**config.mk**
```make
export PLATFORM = sky130hd
export DESIGN_NAME = gray_monitor
export DESIGN_NICKNAME = d
export VERILOG_FILES = /design/src/rtl/gray_monitor.sv
export SDC_FILE = /design/constraint.sdc
export NUM_CORES = 1
export LEC_CHECK = 0
export ABC_CLOCK_PERIOD_IN_PS = 3100
export CAP_MARGIN = 20
export CORE_MARGIN = 3
export CORE_UTILIZATION = 35
export CTS_CLUSTER_DIAMETER = 120
export CTS_CLUSTER_SIZE = 24
export DETAILED_ROUTE_END_ITERATION = 7
export PLACE_DENSITY = 0.69
export SLEW_MARGIN = 10
export SYNTH_ARGS = -nofsm -noshare
export SYNTH_HDL_FRONTEND = slang
export SYNTH_SLANG_ARGS = --single-unit
```
**constraint.sdc**
```tcl
create_clock -name Clk -period 3.1 [get_ports Clk]
set_clock_uncertainty 0.15 [all_clocks]
set_input_delay 0.465 -clock Clk [delete_from_list [all_inputs] [get_ports Clk]]
set_output_delay 0.465 -clock Clk [all_outputs]
set_load 0.1 [all_outputs]
```
**src/rtl/gray_monitor.sv**
```systemverilog
// Downstream checker for a 3-bit Gray counter. It tracks each code step, pulses
// on legal advances and wraps, counts wraps, and latches the first fault seen.
module gray_monitor #(
    parameter int WRAP_W = 8
) (
    input  logic              Clk,
    input  logic              Reset,
    input  logic              CntReset,
    input  logic              CntEn,
    input  logic [2:0]        Gray,
    input  logic              Overflow,
    input  logic              ErrClr,
    output logic [2:0]        Bin,
    output logic              Step,
    output logic              Wrap,
    output logic [WRAP_W-1:0] WrapCount,
    output logic              Error,
    output logic [1:0]        ErrCode
);

    typedef enum logic [1:0] {
        ST_INIT  = 2'd0,
        ST_TRACK = 2'd1,
        ST_FAULT = 2'd2
    } state_e;

    typedef enum logic [1:0] {
        ERR_NONE = 2'b00,
        ERR_CODE = 2'b01,
        ERR_OVF  = 2'b10,
        ERR_EN   = 2'b11
    } err_e;

    function automatic logic [2:0] gray2bin(input logic [2:0] g);
        return {g[2], g[2] ^ g[1], g[2] ^ g[1] ^ g[0]};
    endfunction

    function automatic logic [2:0] bin2gray(input logic [2:0] b);
        return b ^ (b >> 1);
    endfunction

    state_e            state_q, state_d;
    err_e              err_code_q, err_code_d;
    logic              error_q, error_d;
    logic              step_q, step_d;
    logic              wrap_q, wrap_d;
    logic [WRAP_W-1:0] wrap_cnt_q, wrap_cnt_d;
    logic [2:0]        bin_q;
    logic [2:0]        prev_gray_q;
    logic              prev_ovf_q;
    logic              en_d_q;
    logic              rst_d_q;

    logic [2:0]        gray_next;
    logic              advance;
    logic              hold;
    logic              code_err;
    logic              en_err;
    logic              ovf_err;

    // The counter reacts to En/Reset one edge before its result reaches us, so
    // the current sample is judged against the delayed controls.
    always_comb begin
        // NOTE: every combinational output gets a default first so no path can
        // leave it unassigned and infer a latch.
        gray_next = bin2gray(gray2bin(prev_gray_q) + 3'd1);
        advance   = 1'b0;
        hold      = 1'b0;
        code_err  = 1'b0;
        en_err    = 1'b0;
        ovf_err   = 1'b0;

        if (rst_d_q) begin
            code_err = (Gray != 3'b000) || Overflow;
        end else if (en_d_q) begin
            if (Gray == gray_next)        advance  = 1'b1;
            else if (Gray == prev_gray_q) en_err   = 1'b1;
            else                          code_err = 1'b1;
        end else begin
            if (Gray == prev_gray_q)      hold     = 1'b1;
            else if (Gray == gray_next)   en_err   = 1'b1;
            else                          code_err = 1'b1;
        end

        if (advance && (prev_gray_q == 3'b100)) begin
            ovf_err = !Overflow;
        end else if (advance || hold) begin
            ovf_err = (Overflow != prev_ovf_q);
        end
    end

    always_comb begin
        state_d    = state_q;
        error_d    = error_q;
        err_code_d = err_code_q;
        wrap_cnt_d = wrap_cnt_q;
        step_d     = 1'b0;
        wrap_d     = 1'b0;

        unique case (state_q)
            ST_INIT: begin
                state_d = ST_TRACK;
            end

            ST_TRACK: begin
                if (rst_d_q) begin
                    wrap_cnt_d = '0;
                    state_d    = ST_INIT;
                end

                if (code_err || en_err || ovf_err) begin
                    error_d    = 1'b1;
                    err_code_d = code_err ? ERR_CODE : (en_err ? ERR_EN : ERR_OVF);
                    state_d    = ST_FAULT;
                end else if (advance) begin
                    step_d = 1'b1;
                    if (prev_gray_q == 3'b100) begin
                        wrap_d     = 1'b1;
                        wrap_cnt_d = wrap_cnt_q + WRAP_W'(1);
                    end
                end
            end

            ST_FAULT: begin
                // First fault stays latched until software acknowledges it.
                if (ErrClr) begin
                    error_d    = 1'b0;
                    err_code_d = ERR_NONE;
                    state_d    = ST_INIT;
                end
            end

            default: begin
                state_d = ST_INIT;
            end
        endcase
    end

    // NOTE: state registers use non-blocking assignments so every flop samples
    // the pre-edge values regardless of statement order.
    always_ff @(posedge Clk or posedge Reset) begin
        if (Reset) begin
            state_q     <= ST_INIT;
            err_code_q  <= ERR_NONE;
            error_q     <= 1'b0;
            step_q      <= 1'b0;
            wrap_q      <= 1'b0;
            wrap_cnt_q  <= '0;
            bin_q       <= 3'b000;
            prev_gray_q <= 3'b000;
            prev_ovf_q  <= 1'b0;
            en_d_q      <= 1'b0;
            rst_d_q     <= 1'b0;
        end else begin
            state_q     <= state_d;
            err_code_q  <= err_code_d;
            error_q     <= error_d;
            step_q      <= step_d;
            wrap_q      <= wrap_d;
            wrap_cnt_q  <= wrap_cnt_d;
            bin_q       <= gray2bin(Gray);
            prev_gray_q <= Gray;
            prev_ovf_q  <= Overflow;
            en_d_q      <= CntEn;
            rst_d_q     <= CntReset;
        end
    end

    assign Bin       = bin_q;
    assign Step      = step_q;
    assign Wrap      = wrap_q;
    assign WrapCount = wrap_cnt_q;
    assign Error     = error_q;
    assign ErrCode   = err_code_q;

endmodule

```
==> flow_summary.yaml, run 1 <==
setup_path:
  crit_path_max_fanout: 7
  end_kind: "flip-flop"
  critPathKind: "primary input to flip-flop"
  reg2reg_from: "prev_gray_q[0]"
  required_ns: 3.16
  cp-start-kind: "primary input"
  r2r.worst_path.cells: 7
  reg2reg_setup_slack_ns: 0.70
  r2r_end: "WrapCount[6]"
  arrival_ns: 2.56
clock_tree:
  post-cts-setup-buffer-count: 0
  ctsHoldBuffers: 0
  post_cts_resized: 0
  cts_buffers: 3
  clkLatencyLatePin_ns: 0.32
  htree_levels: 1
  cts.sinks: 23
  cts_tree: "done"
  clk_pin_slew_ns: 0.12
  clock_path_buffers: 2
  clockRootBuffer: "clkbuf_4"
final_layout:
  fin_util: 0.449
  synthToLayoutAreaGrowth_pct: 20.6
  instances_no_fill: 197
  num_antenna_cells: 0
  nets: 162
  final_cell_area_um2: 1540
  drive_above_1_share: 0.212
power_and_ir_drop:
  finalPower_mw: 0.880
  leakage_nw: 0.649
  ir_worst_vdd_mv: 0.214
  power-per-cell-area_nw_per_um2: 573
timing:
  tightest_slew_ns: 0.864
  hold_viol: 0
  rsz0062_at_grt: "false"
  fin_ws_ns: 0.600
  timing.final.max_slew_violations: 0
  fin_hold_ws_ns: 0.338
  maxSlewHeadroom: 0.423
  fmax_mhz: 400
  setup_violations: 0
  post-route-period-util: 0.806
  fin_tns_setup_ns: 0
  min_period_ns: 2.50
placed_design:
  gp_congestion: 0.800
  portBuffers: 24
  placedInstanceArea_um2: 1510
  dpl.cell_count: 193
  dp_hpwl_um: 2070
  post-place-ws_ns: 0.264
global_routing:
  grt_max_degree: 24
  grt_usage: 0.135
  grt_pass1_wl_um: 4570
  grt_pass1_vias: 1012
  gr-total-overflow: 0
  antenna_found_initial: 0
synth:
  synth_fp_nets: 138
  post-synth-top-count-cell: "dfrtp_1"
  synth_cells: 128
  synth_area_leaders: "dfrtp_1 (45%), xnor2_1 (4.1%), a21oi_1 (3.5%), nand2_1 (3.2%), nor2_1 (2.9%)"
  ys_types: 41
  ys.flop_type: "dfrtp_1"
  seq_area_frac_synth: 0.452
  synth_edf_count: 0
  yosysTopAreaCellShare: 0.452
  synth_area_leader_cell: "dfrtp_1"
  yosysWarnings: 0
  syn_avg_cell_area_um2: 9.94
  synth_area_um2: 1270
  synth-seq-cells: 23
  async_reset_ff_frac: 1.00
  synthTopCellsByCount: "dfrtp_1 (23), nand2_1 (11), nor2_1 (10), a21oi_1 (9)"
run_status:
  status: "complete, no violations"
floorplan:
  rows: 21
  die-area_um2: 4400
  dieHeight_um: 66.3
  io_pins: 25
  initial_core_util: 0.373
  die_x_um: 66.3
  core-area_um2: 3420
job:
  maxCapViolCount: 0
worst_hold_path:
  hold_class: "flip-flop to flip-flop"
  hold_start: "state_q[1]"
  holdPathEnd: "state_q[0]"
  whs_path_depth: 1
detailed_routing:
  ant_nets: 0
  drtPass1Iterations: 4
  wirelength_um: 2710
  wl_per_cell_um: 13.7
  drtIter0Drc: 59
  drc_errors: 0
  via_per_inst: 5.21
  dr_total_vias: 1026
## cell type report
cell class                      instances  area (µm²)
Clock inverter                          1        5.00
Sequential cell                        23         576
Clock buffer                            3        22.5
Timing Repair Buffer                   27         223
Tap cell                               46        57.6
Multi-Input combinational cell         94         641
Fill cell                             345        1880
Inverter                                3        11.3
## logic make-up (layout without fill, tap and decap cells)
group / after synthesis / count (layout) / synth area share
AOI/OAI and AO/OA: 26 / 26 / 0.147
and+or+nand+nor: 54 / 54 / 0.251
DFF: 23 / 23 / 0.452
muxes: 4 / 4 / 0.0334
xor gates and xnor gates: 9 / 9 / 0.0620
buffers and inverters: 11 / 34 / 0.0442
adders and majority gates: 1 / 1 / 0.00983
## per-layer routing
layer | wire length [µm] | GRT usage
met5 | 0 | 0
met4 | 46 | 0.0660
met3 | 144 | 0.0255
met2 | 1310 | 0.230
met1 | 1210 | 0.162
## worst max-delay path, cell delays in order
cell             delay, ns
clkdlybuf4s50_1       0.42
or3_4                 0.40
or3_4                 0.35
a32oi_4               0.33
a311oi_1              0.14
o21a_1                0.23
or2_1                 0.23
## state kept, by name (all words and copies together) (netlist names)
register     flops
prev_gray_q      2
en_d_q           1
prev_ovf_q       1
WrapCount        8
Wrap             1
Bin              3
state_q          2
Error            1
Step             1
ErrCode          2
rst_d_q          1
## cells in the final DEF, fill, tap and decap left out, types with 3 or more instances in the layout
cell type,netlist,routed
dfrtp_1,23,23
buf_4,2,19
nand2_1,11,11
nor2_1,10,10
a21oi_1,9,9
clkdlybuf4s50_1,0,8
xnor2_1,6,6
o21ai_0,6,6
nand3_1,6,6
nor2b_1,4,4
nor3_1,4,4
inv_1,3,3
xor2_1,3,3
nor3b_1,3,3
clkbuf_4,0,3
## where the power goes
group | switching (mW) | internal, mW | total, mW
registers | 0.0321 | 0.339 | 0.371
logic | 0.269 | 0.100 | 0.369
clock network | 0.0924 | 0.0483 | 0.141
total | 0.394 | 0.487 | 0.880
## worst max-delay path by stage
stage / startpoint / to / slack [ns] / depth (start not counted)
floorplan: Gray[2] / state_q[1] / 0.67 / 7
global placement: Gray[1] / state_q[1] / 0.30 / 7
detailed placement: Gray[1] / state_q[1] / 0.26 / 7
CTS: Gray[1] / state_q[1] / 0.61 / 7
global route: Gray[1] / ErrCode[1] / 0.50 / 7
finish: Gray[1] / state_q[1] / 0.60 / 7
No activity file was read; power rests on OpenSTA's default activity.
==> inputs of run 2 (changes only) <==
--- a/config.mk
+++ b/config.mk
@@ -5,14 +5,14 @@
 export SDC_FILE = /design/constraint.sdc
 export NUM_CORES = 1
 export LEC_CHECK = 0
-export ABC_CLOCK_PERIOD_IN_PS = 3100
+export ABC_CLOCK_PERIOD_IN_PS = 2190
 export CAP_MARGIN = 20
 export CORE_MARGIN = 3
 export CORE_UTILIZATION = 35
 export CTS_CLUSTER_DIAMETER = 120
 export CTS_CLUSTER_SIZE = 24
 export DETAILED_ROUTE_END_ITERATION = 7
-export PLACE_DENSITY = 0.69
+export PLACE_DENSITY = 0.71
 export SLEW_MARGIN = 10
 export SYNTH_ARGS = -nofsm -noshare
 export SYNTH_HDL_FRONTEND = slang
==> constraint.sdc (replaced) <==
create_clock -name Clk -period 2.19 [get_ports Clk]
set_clock_uncertainty 0.15 [all_clocks]
set_input_delay 0.3285 -clock Clk [delete_from_list [all_inputs] [get_ports Clk]]
set_output_delay 0.3285 -clock Clk [all_outputs]
set_load 0.1 [all_outputs]
==> run 2 against run 1 <==
Net effect:
- cell count rose by 7.6%
- worst hold slack got worse by 0.15 ns
- total power rose by 44%
- clock power rose by 35%
- routed wire length fell by 4.9%
- non-clock buffer count rose by 15
- worst setup slack got worse by 0.56 ns
- register-to-register slack got worse by 0.66 ns
- sequential share of layout area fell by 3.2 points
- sequential power rose by 41%
- count of clock-buffer cells in the layout did not move
==> flow_summary.yaml, run 2 (same netlist as run 1, synthesis figures left out) <==
run_status:
  status: "complete, no violations"
detailed_routing:
  wirelength_um: 2570
  via_per_inst: 5.05
  drtIter0Drc: 36
  dr_total_vias: 1070
  drtPass1Iterations: 4
  wl_per_cell_um: 12.1
  drc_errors: 0
  ant_nets: 0
placed_design:
  portBuffers: 24
  placedInstanceArea_um2: 1620
  gp_congestion: 0.835
  dp_hpwl_um: 2030
floorplan:
  rows: 21
  dieHeight_um: 66.3
  core-area_um2: 3420
  initial_core_util: 0.373
  io_pins: 25
  die-area_um2: 4400
  die_x_um: 66.3
power_and_ir_drop:
  power-per-cell-area_nw_per_um2: 750
  finalPower_mw: 1.27
  ir_worst_vdd_mv: 0.299
  leakage_nw: 0.733
setup_path:
  cp_top_family: "compound AO/OA/AOI/OAI gates"
  arrival_ns: 2.23
  crit_buf_inv: 1
  slowest_delay_ns: 0.47
  cp_slowest_cell: "dfrtp_2"
  cp_cell_sequence: "buf_6 > or3_4 > a32oi_4 > a41o_1 > o21a_1 > mux2i_1"
  crit_path_max_fanout: 7
  required_ns: 2.28
  end_kind: "flip-flop"
  critPathKind: "flip-flop to flip-flop"
  reg2reg_setup_slack_ns: 0.04
  cp-start-kind: "flip-flop"
timing:
  fmax_mhz: 466
  post-route-period-util: 0.980
  hold_viol: 0
  setup_violations: 0
  rsz0062_at_grt: "true"
  tightest_slew_ns: 0.387
  maxSlewHeadroom: 0.739
  timing.final.max_slew_violations: 0
  min_period_ns: 2.15
clock_tree:
  clockRootBuffer: "clkbuf_4"
  cts_tree: "done"
  htree_levels: 1
  ctsHoldBuffers: 0
  clkLatencyLatePin_ns: 0.31
  cts_buffers: 3
  clock_path_buffers: 2
  clk_pin_slew_ns: 0.12
  cts.sinks: 23
final_layout:
  final_common_cell: "buf_4"
  num-fill-cells: 331
  ff_latch_area_um2: 581
  nets: 177
  num_antenna_cells: 0
  multiInputGateArea_um2: 673
  drive_above_1_share: 0.343
  final_cell_mix: "buf_4 (31), dfrtp_1 (19), nand2_1 (11)"
  synthToLayoutAreaGrowth_pct: 33.2
  final_cell_area_um2: 1700
  largest_reg_flops: 8
worst_hold_path:
  hold_class: "primary input to asynchronous set/reset pin"
global_routing:
  grt_max_degree: 24
  grt_usage: 0.137
  antenna_found_initial: 0
  grt_pass1_wl_um: 4660
  gr-total-overflow: 0
  grt_pass1_vias: 1086
job:
  maxCapViolCount: 0
[run 2: cell count changes in the layout (fill, tap and decap cells not counted), sizes merged]
cell and change:
clkdlybuf4s15 +2, buf +15, dlygate4sd2 +1, clkdlybuf4s50 -3
[run 2: cell type report]
class                           count  area share
Clock buffer                        3      0.0133
Clock inverter                      1     0.00295
Sequential cell                    23       0.342
Inverter                            3     0.00664
Multi-Input combinational cell     94       0.397
Timing Repair Buffer               42       0.204
Tap cell                           46      0.0339
[run 2: timing repair]
item | in CTS | in global routing
setup endpoints to repair | 7 | 13
buffers inserted | 2 | 0
resized for setup | 8 | 10
pin swaps | 7 | 11
[run 2: metal layers]
| metal | GRT usage | wire (µm) | up-vias |
|---|---|---|---|
| li1 | - | - | 528 |
| met1 | 0.163 | 1170 | 512 |
| met2 | 0.235 | 1220 | 24 |
| met3 | 0.0238 | 129 | 6 |
| met4 | 0.0660 | 55 | 0 |
| met5 | 0 | 0 | - |
[run 2: through the flow]
stage | hold WS, ns | setup TNS [ns] | setup slack, ns | utilization | instances
after floorplan | 0.180 | -0.0472 | -0.0368 | - | 128
after global placement | 0.314 | -3.75 | -0.411 | 0.473 | 207
after detailed placement | 0.329 | -4.19 | -0.454 | 0.473 | 207
after CTS | 0.202 | 0 | 0.000327 | 0.487 | 213
after global routing | 0.240 | -0.108 | -0.0718 | 0.496 | 212
final | 0.189 | 0 | 0.0445 | 0.496 | 212
[run 2: final timing paths]
path,start,end,cells after the start
setup / recovery,prev_gray_q[1],ErrCode[1],6
hold reg to reg,state_q[1],state_q[0],1
max in group asynchronous,Reset,WrapCount[1],3
hold / removal,Reset,Bin[1],3
setup reg to reg,prev_gray_q[1],ErrCode[1],6
min in group Clk,Gray[1],prev_gray_q[1],2
[run 2: worst register-to-register path: stages (launching register included)]
cell and delay, ns:
dfrtp_2 0.47, buf_6 0.13, or3_4 0.38, a32oi_4 0.28
a41o_1 0.25, o21a_1 0.21, mux2i_1 0.21
[run 2: where the power goes]
part | switching (mW) | internal [mW] | leakage, nW | total [mW]
clock | 0.121 | 0.0682 | 0.0177 | 0.190
sequential | 0.0435 | 0.480 | 0.287 | 0.523
combinational | 0.383 | 0.175 | 0.428 | 0.558
total | 0.548 | 0.723 | 0.733 | 1.27
